==> src/rtl/pdm_cic_pkg.sv <==
// Shared constants, types and helpers for the 8-channel PDM CIC decimator.
package pdm_cic_pkg;

  localparam int unsigned OUT_W     = 19;
  localparam int unsigned INT_W     = OUT_W + 1;
  localparam int unsigned ORDER     = 3;
  localparam int unsigned DECIM     = 64;
  localparam int unsigned PDM_HALF  = 8;
  localparam int unsigned NUM_LINES = 4;
  localparam int unsigned NUM_CH    = 2 * NUM_LINES;

  localparam int unsigned PH_W  = $clog2(2 * PDM_HALF);
  localparam int unsigned CNT_W = $clog2(DECIM);

  localparam logic [PH_W-1:0]  PH_RISE  = PH_W'(PDM_HALF - 1);
  localparam logic [PH_W-1:0]  PH_HALF  = PH_W'(PDM_HALF);
  localparam logic [PH_W-1:0]  PH_LAST  = PH_W'(2 * PDM_HALF - 1);
  localparam logic [CNT_W-1:0] CNT_LAST = CNT_W'(DECIM - 1);

  localparam logic [OUT_W-1:0] SAT_MAX = 19'h3FFFF;
  localparam logic [OUT_W-1:0] SAT_MIN = 19'h40000;

  typedef logic signed [OUT_W-1:0] pcm_t;
  typedef logic signed [INT_W-1:0] acc_t;

  typedef enum logic {
    EDGE_RISE = 1'b0,
    EDGE_FALL = 1'b1
  } edge_e;

  function automatic int unsigned chan_idx(input int unsigned line, input edge_e edg);
    return 2 * line + ((edg == EDGE_FALL) ? 1 : 0);
  endfunction

endpackage

==> src/rtl/pdm_cic_decimator_cic_channel.sv <==
// One CIC decimator channel: ORDER integrators, decimation register,
// ORDER combs (differential delay 1) and an OUT_W saturator.
module cic_channel
  import pdm_cic_pkg::*;
(
  input  logic clk,
  input  logic rst,
  input  logic sample_en,
  input  logic pdm_bit,
  input  logic decim_en,
  output pcm_t pcm
);

  acc_t integ    [ORDER];
  acc_t comb_dly [ORDER];
  acc_t comb_in  [ORDER];
  acc_t decim_q;
  acc_t comb_out;
  acc_t x;
  logic comb_en;

  assign x = pdm_bit ? acc_t'(1) : '1;

  always_ff @(posedge clk) begin
    if (rst) begin
      for (int unsigned i = 0; i < ORDER; i++) begin
        integ[i]    <= '0;
        comb_dly[i] <= '0;
      end
      decim_q <= '0;
      comb_en <= 1'b0;
    end else begin
      comb_en <= 1'b0;
      if (sample_en) begin
        integ[0] <= integ[0] + x;
        for (int unsigned i = 1; i < ORDER; i++)
          integ[i] <= integ[i] + integ[i-1];
        if (decim_en) begin
          decim_q <= integ[ORDER-1];
          comb_en <= 1'b1;
        end
      end
      if (comb_en) begin
        for (int unsigned i = 0; i < ORDER; i++)
          comb_dly[i] <= comb_in[i];
      end
    end
  end

  always_comb begin
    acc_t acc;
    acc = decim_q;
    for (int unsigned i = 0; i < ORDER; i++) begin
      comb_in[i] = acc;
      acc        = acc - comb_dly[i];
    end
    comb_out = acc;
  end

  // INT_W is OUT_W+1, so the value fits OUT_W exactly when the top two bits agree.
  always_comb begin
    if (comb_out[INT_W-1] == comb_out[INT_W-2])
      pcm = comb_out[OUT_W-1:0];
    else if (comb_out[INT_W-1])
      pcm = SAT_MIN;
    else
      pcm = SAT_MAX;
  end

endmodule

==> src/rtl/pdm_cic_decimator.sv <==
// Four stereo PDM lines -> eight 19-bit PCM channels with a shared pcm_valid.
// Optional PDM_FRAME_CNT_EN adds a 16-bit frame_cnt output.
module pdm_cic_decimator
  import pdm_cic_pkg::*;
(
  input  logic                    clk,
  input  logic                    rst,
  output logic                    pdm_clk,
  input  logic [NUM_LINES-1:0]    pdm_data,
  output logic signed [OUT_W-1:0] pcm_data_0,
  output logic signed [OUT_W-1:0] pcm_data_1,
  output logic signed [OUT_W-1:0] pcm_data_2,
  output logic signed [OUT_W-1:0] pcm_data_3,
  output logic signed [OUT_W-1:0] pcm_data_4,
  output logic signed [OUT_W-1:0] pcm_data_5,
  output logic signed [OUT_W-1:0] pcm_data_6,
  output logic signed [OUT_W-1:0] pcm_data_7,
  output logic                    pcm_valid
`ifdef PDM_FRAME_CNT_EN
  ,
  output logic [15:0]             frame_cnt
`endif
);

  logic [PH_W-1:0]  ph;
  logic [PH_W-1:0]  ph_next;
  logic [CNT_W-1:0] cnt [2];
  logic [1:0]       sample_en;
  logic [1:0]       decim_en;
  logic [1:0]       done_q;
  pcm_t             ch_pcm    [NUM_CH];
  pcm_t             rise_hold [NUM_LINES];
  pcm_t             pcm_q     [NUM_CH];

  assign ph_next = (ph == PH_LAST) ? '0 : ph + PH_W'(1);

  assign sample_en[EDGE_RISE] = (ph == PH_RISE);
  assign sample_en[EDGE_FALL] = (ph == PH_LAST);
  assign decim_en[EDGE_RISE]  = (cnt[EDGE_RISE] == CNT_LAST);
  assign decim_en[EDGE_FALL]  = (cnt[EDGE_FALL] == CNT_LAST);

  for (genvar l = 0; l < NUM_LINES; l++) begin : g_line
    cic_channel u_rise (
      .clk       (clk),
      .rst       (rst),
      .sample_en (sample_en[EDGE_RISE]),
      .pdm_bit   (pdm_data[l]),
      .decim_en  (decim_en[EDGE_RISE]),
      .pcm       (ch_pcm[chan_idx(l, EDGE_RISE)])
    );
    cic_channel u_fall (
      .clk       (clk),
      .rst       (rst),
      .sample_en (sample_en[EDGE_FALL]),
      .pdm_bit   (pdm_data[l]),
      .decim_en  (decim_en[EDGE_FALL]),
      .pcm       (ch_pcm[chan_idx(l, EDGE_FALL)])
    );
  end

  always_ff @(posedge clk) begin
    if (rst) begin
      ph        <= '0;
      pdm_clk   <= 1'b0;
      done_q    <= '0;
      pcm_valid <= 1'b0;
      for (int unsigned e = 0; e < 2; e++)
        cnt[e] <= '0;
      for (int unsigned l = 0; l < NUM_LINES; l++)
        rise_hold[l] <= '0;
      for (int unsigned k = 0; k < NUM_CH; k++)
        pcm_q[k] <= '0;
    end else begin
      ph        <= ph_next;
      pdm_clk   <= (ph_next >= PH_HALF);
      done_q    <= sample_en & decim_en;
      pcm_valid <= done_q[EDGE_FALL];
      for (int unsigned e = 0; e < 2; e++) begin
        if (sample_en[e])
          cnt[e] <= decim_en[e] ? '0 : cnt[e] + CNT_W'(1);
      end
      // Rise chain finishes half a PDM period early; park it until the fall chain lands.
      if (done_q[EDGE_RISE]) begin
        for (int unsigned l = 0; l < NUM_LINES; l++)
          rise_hold[l] <= ch_pcm[chan_idx(l, EDGE_RISE)];
      end
      if (done_q[EDGE_FALL]) begin
        for (int unsigned l = 0; l < NUM_LINES; l++) begin
          pcm_q[chan_idx(l, EDGE_RISE)] <= rise_hold[l];
          pcm_q[chan_idx(l, EDGE_FALL)] <= ch_pcm[chan_idx(l, EDGE_FALL)];
        end
      end
    end
  end

`ifdef PDM_FRAME_CNT_EN
  always_ff @(posedge clk) begin
    if (rst)
      frame_cnt <= '0;
    else if (done_q[EDGE_FALL])
      frame_cnt <= frame_cnt + 16'd1;
  end
`endif

  assign pcm_data_0 = pcm_q[0];
  assign pcm_data_1 = pcm_q[1];
  assign pcm_data_2 = pcm_q[2];
  assign pcm_data_3 = pcm_q[3];
  assign pcm_data_4 = pcm_q[4];
  assign pcm_data_5 = pcm_q[5];
  assign pcm_data_6 = pcm_q[6];
  assign pcm_data_7 = pcm_q[7];

endmodule
==> config.mk <==
export PLATFORM = sky130hd
export DESIGN_NAME = pdm_cic_decimator
export DESIGN_NICKNAME = d
export VERILOG_FILES = /design/src/rtl/pdm_cic_pkg.sv /design/src/rtl/pdm_cic_decimator_cic_channel.sv /design/src/rtl/pdm_cic_decimator.sv
export SDC_FILE = /design/constraint.sdc
export NUM_CORES = 2
export LEC_CHECK = 0
export ABC_AREA = 1
export CORE_MARGIN = 4
export CORE_UTILIZATION = 60
export CTS_CLUSTER_DIAMETER = 50
export DETAILED_ROUTE_END_ITERATION = 8
export PLACE_DENSITY_LB_ADDON = 0.08
export REMOVE_ABC_BUFFERS = 1
export SLEW_MARGIN = 20
export SYNTH_ARGS = -nofsm -noshare
export SYNTH_HDL_FRONTEND = slang
export SYNTH_SLANG_ARGS = --single-unit
export TNS_END_PERCENT = 50
==> constraint.sdc <==
create_clock -name clk -period 10.46 [get_ports clk]
set_clock_uncertainty 0.05 [all_clocks]
set_input_delay 1.569 -clock clk [delete_from_list [all_inputs] [get_ports clk]]
set_output_delay 1.569 -clock clk [all_outputs]
set_load 0.005 [all_outputs]
==> metrics <==
internal power of the cells=10.63 mW; fraction of layout cells with a size suffix above 1=4.019%; count of hold buffers inserted by post-cts repair=0; number of buffers inserted by post-CTS setup repair=0; minimum clock period after layout=5939 ps; ys flop type=sky130_fd_sc_hd__edfxtp_1; final core utilization=66.56%; combinational share of power=18.2%; type of the setup path with the least slack=flop to flop; via count normalized by instance count=5.519; die height=401.6 um; number of nets in the layout=12180; switching power as a share of total power=29.05%; largest cells by area after synthesis=sky130_fd_sc_hd__edfxtp_1, sky130_fd_sc_hd__ha_1, sky130_fd_sc_hd__a21oi_1, sky130_fd_sc_hd__inv_1, sky130_fd_sc_hd__nand2_1; highest cell delay on the worst timing path=440 ps; grt ovf=0; gpl congestion=0.9177; number of remaining DRC errors=0; worst-path fanout max=14; Setup crit start kind=flop; register-to-register setup slack=4520 ps; Tot GR Track Use=24.50%; area of the die=161300 um2; power share of the sequential group=41.6%; peak ir drop on the vdd network=157.1 uV; mean instance size in the synthesized netlist=8.423 um2; critical path data required time=10960 ps; gate count of the mapped netlist=11040; antenna-violating nets left=0; async set-or-reset flop fraction in the synthesized netlist=0%; htree depth=4; First DRT Iteration DRCs=4658; cell area after synthesis=92970 um2; max-slew violation total from the final report=0; library cells used by synthesis=58; Synth area leader=sky130_fd_sc_hd__edfxtp_1; Worst path slowest cell=sky130_fd_sc_hd__fa_1; cell types with the highest counts after synthesis=sky130_fd_sc_hd__inv_1, sky130_fd_sc_hd__nand2_1, sky130_fd_sc_hd__a21oi_1; switching component of the power=4.354 mW; sequential-to-total area share from yosys stat=42.40%; total CTS buffers=176; cell count of the worst reg-to-reg path=31; # clock sinks=1369; area after detailed placement=96630 um2; chip width=401.6 um; routed wirelength normalized by instance count=15.03 um; number of vias after detailed routing=74030; max capacitance violation total=0; post-route fraction of the period consumed by the critical path=56.78%; Core Box Area=154000 um2; power per unit of standard cell area=146.2 nW/um2; Hold Path End=ph[0]; count of buffers inserted at the top-level ports=159; wire length of the first global-routing pass=336000 um; Filler Cell Count=12620; Tightest Hold Check Type=flop to flop; initial antenna violation count=4; run status=complete, no violations; worst slack at placement=4551 ps; initial core utilization=60.35%; worst slew pin tran=1062 ps; P_leak=47.17 nW; worst hold path cell count=1; total iterations of the first detailed-routing run=6; number of hold-slack violations in the final timing report=0; data arrival time at the worst-slack endpoint=6440 ps; remaining max-slew budget at the tightest pin=29.19%; Worst Min Path Start=ph[0]; Yosys reg bits=1369; via count of the first global-routing pass=71600; most common cell in the synthesized netlist=sky130_fd_sc_hd__inv_1; end of the worst register-to-register path=rise_hold[0][1]; overall power of the completed layout=14.99 mW; Yosys top cell area share=38.76%; largest net degree at the start of global routing=126; number of warnings issued by yosys=0; TritonCTS clock tree=built; reg-to-reg critical path startpoint=g_line[0].u_rise.decim_q[0]; least setup slack across all paths after layout=4521 ps; Area growth, synth to finish=10.29%; Hold Slack=410.5 ps; clock slew at reported path FFs=60 ps; Most Frequent Cell on Critical Path=sky130_fd_sc_hd__inv_1; Clock Power Share=40.2%; number of enable flip-flop cells after synthesis=1200; summed area of non-filler cells in the final layout=102500 um2; buffer depth of the longest clock path=3; total half-perimeter wirelength after legalization and detailed placement=147400 um; RSZ-0062 raised after global routing=false; endpoint type of the worst setup path=flop; Peak Freq=168.4 MHz; wire length after detailed routing=201700 um; endpoints failing setup=0; Site Rows=144; number of diodes added for antenna fixing=0; clock latency on the worst-skew pair=800 ps; post-cts repair resize count=0; count of placed standard cells in the final layout, fillers left out=13410; Placed Cells incl. Taps=13080; Setup Total Neg Slack=0 ps; IO Pins=160; Root Buffer Master=sky130_fd_sc_hd__clkbuf_16
## how the worst max path moves through the flow
| stage | slack, ps | start | to | depth (start not counted) |
|---|---|---|---|---|
| after floorplan | -1880 | rst | g_line[0].u_rise.integ[0][0] | 3 |
| after global placement | 4730 | g_line[1].u_rise.comb_dly[0][2] | rise_hold[1][17] | 31 |
| after detailed placement | 4550 | g_line[1].u_rise.comb_dly[0][2] | rise_hold[1][1] | 33 |
| after CTS | 4530 | g_line[1].u_rise.comb_dly[0][2] | rise_hold[1][1] | 33 |
| after global routing | 3900 | g_line[1].u_rise.comb_dly[0][2] | rise_hold[1][1] | 33 |
| final | 4520 | g_line[0].u_rise.decim_q[0] | rise_hold[0][1] | 31 |
## routing by layer
layer  wire (um)  up-vias  GRT usage [%]
met5           0        -              0
met1       91980    34060          32.72
met3        9604      361          3.165
met4        5143        0          7.231
li1            -    38000              -
met2       94950     1607          41.82
## cells in the final DEF, fill, tap and decap left out, types with 15 or more instances in the layout
cell,n
sky130_fd_sc_hd__or2_2,16
sky130_fd_sc_hd__xor2_1,270
sky130_fd_sc_hd__a21boi_0,62
sky130_fd_sc_hd__nor4_1,16
sky130_fd_sc_hd__o21ai_0,810
sky130_fd_sc_hd__fa_1,48
sky130_fd_sc_hd__inv_1,1893
sky130_fd_sc_hd__o31ai_1,40
sky130_fd_sc_hd__inv_6,21
sky130_fd_sc_hd__nand4_1,75
sky130_fd_sc_hd__clkinv_2,26
sky130_fd_sc_hd__o21ai_1,56
sky130_fd_sc_hd__clkinv_4,15
sky130_fd_sc_hd__xnor2_1,117
sky130_fd_sc_hd__nand2_1,1559
sky130_fd_sc_hd__clkbuf_1,28
sky130_fd_sc_hd__clkdlybuf4s50_1,158
sky130_fd_sc_hd__edfxtp_1,1200
sky130_fd_sc_hd__o211ai_1,44
sky130_fd_sc_hd__nand3_2,44
sky130_fd_sc_hd__a21oi_1,1532
sky130_fd_sc_hd__o21a_1,122
sky130_fd_sc_hd__a31oi_1,67
sky130_fd_sc_hd__dfxtp_1,169
sky130_fd_sc_hd__buf_4,33
sky130_fd_sc_hd__o21bai_1,112
sky130_fd_sc_hd__a21o_1,77
sky130_fd_sc_hd__nand3_1,430
sky130_fd_sc_hd__nor2_1,973
sky130_fd_sc_hd__clkbuf_16,182
sky130_fd_sc_hd__nand2_2,18
sky130_fd_sc_hd__nor3_1,88
sky130_fd_sc_hd__ha_1,907
## power groups by stage
stage                     registers, mW  clock network, mW  logic, mW
after floorplan                    6.33                  0       2.04
after global placement             6.34                  0       2.65
after detailed placement           6.35                  0       2.70
after CTS                          6.23               6.16       2.71
after global routing               6.25               6.41       3.09
final                              6.23               6.03       2.73
## flip-flops by register name (all words and copies together), names as in the netlist, 12 cells and up
name	cells
g_line.u_rise.decim_q	80
pcm_q	152
cnt	12
g_line.u_rise.integ	240
g_line.u_fall.decim_q	80
g_line.u_fall.integ	240
g_line.u_rise.comb_dly	240
rise_hold	76
g_line.u_fall.comb_dly	240
## final cells by class
class	count	area, um2	share of cell area (%)
tap	2044	2557	2.494
timing repair buffer	194	1874	1.828
sequential	1369	39420	38.44
multi-input combinational	7575	45660	44.53
clock inverter	110	1057	1.031
inverter	1900	7146	6.969
clock buffer	222	4825	4.705
## worst max-delay path, delay by kind of cell (launching register included)
family / cells / cell delay (ps)
compound gates: 8 / 1820
xor+xnor: 2 / 340
fa+ha+maj: 4 / 1250
buf+inv: 6 / 550
flops: 1 / 300
simple gates: 11 / 1420
## kinds of logic after synthesis
| logic type | after synthesis | share of synthesized area (%) |
|---|---|---|
| AND/OR/NAND/NOR | 3289 | 14.85 |
| AO/OA/AOI/OAI | 2944 | 17.26 |
| buffers and inverters | 2093 | 8.604 |
| flip-flops | 1369 | 42.40 |
| adder cells (fa/ha/maj) | 955 | 13.24 |
| XOR/XNOR | 387 | 3.646 |
Note: power is estimated with default switching activity, not from simulation.
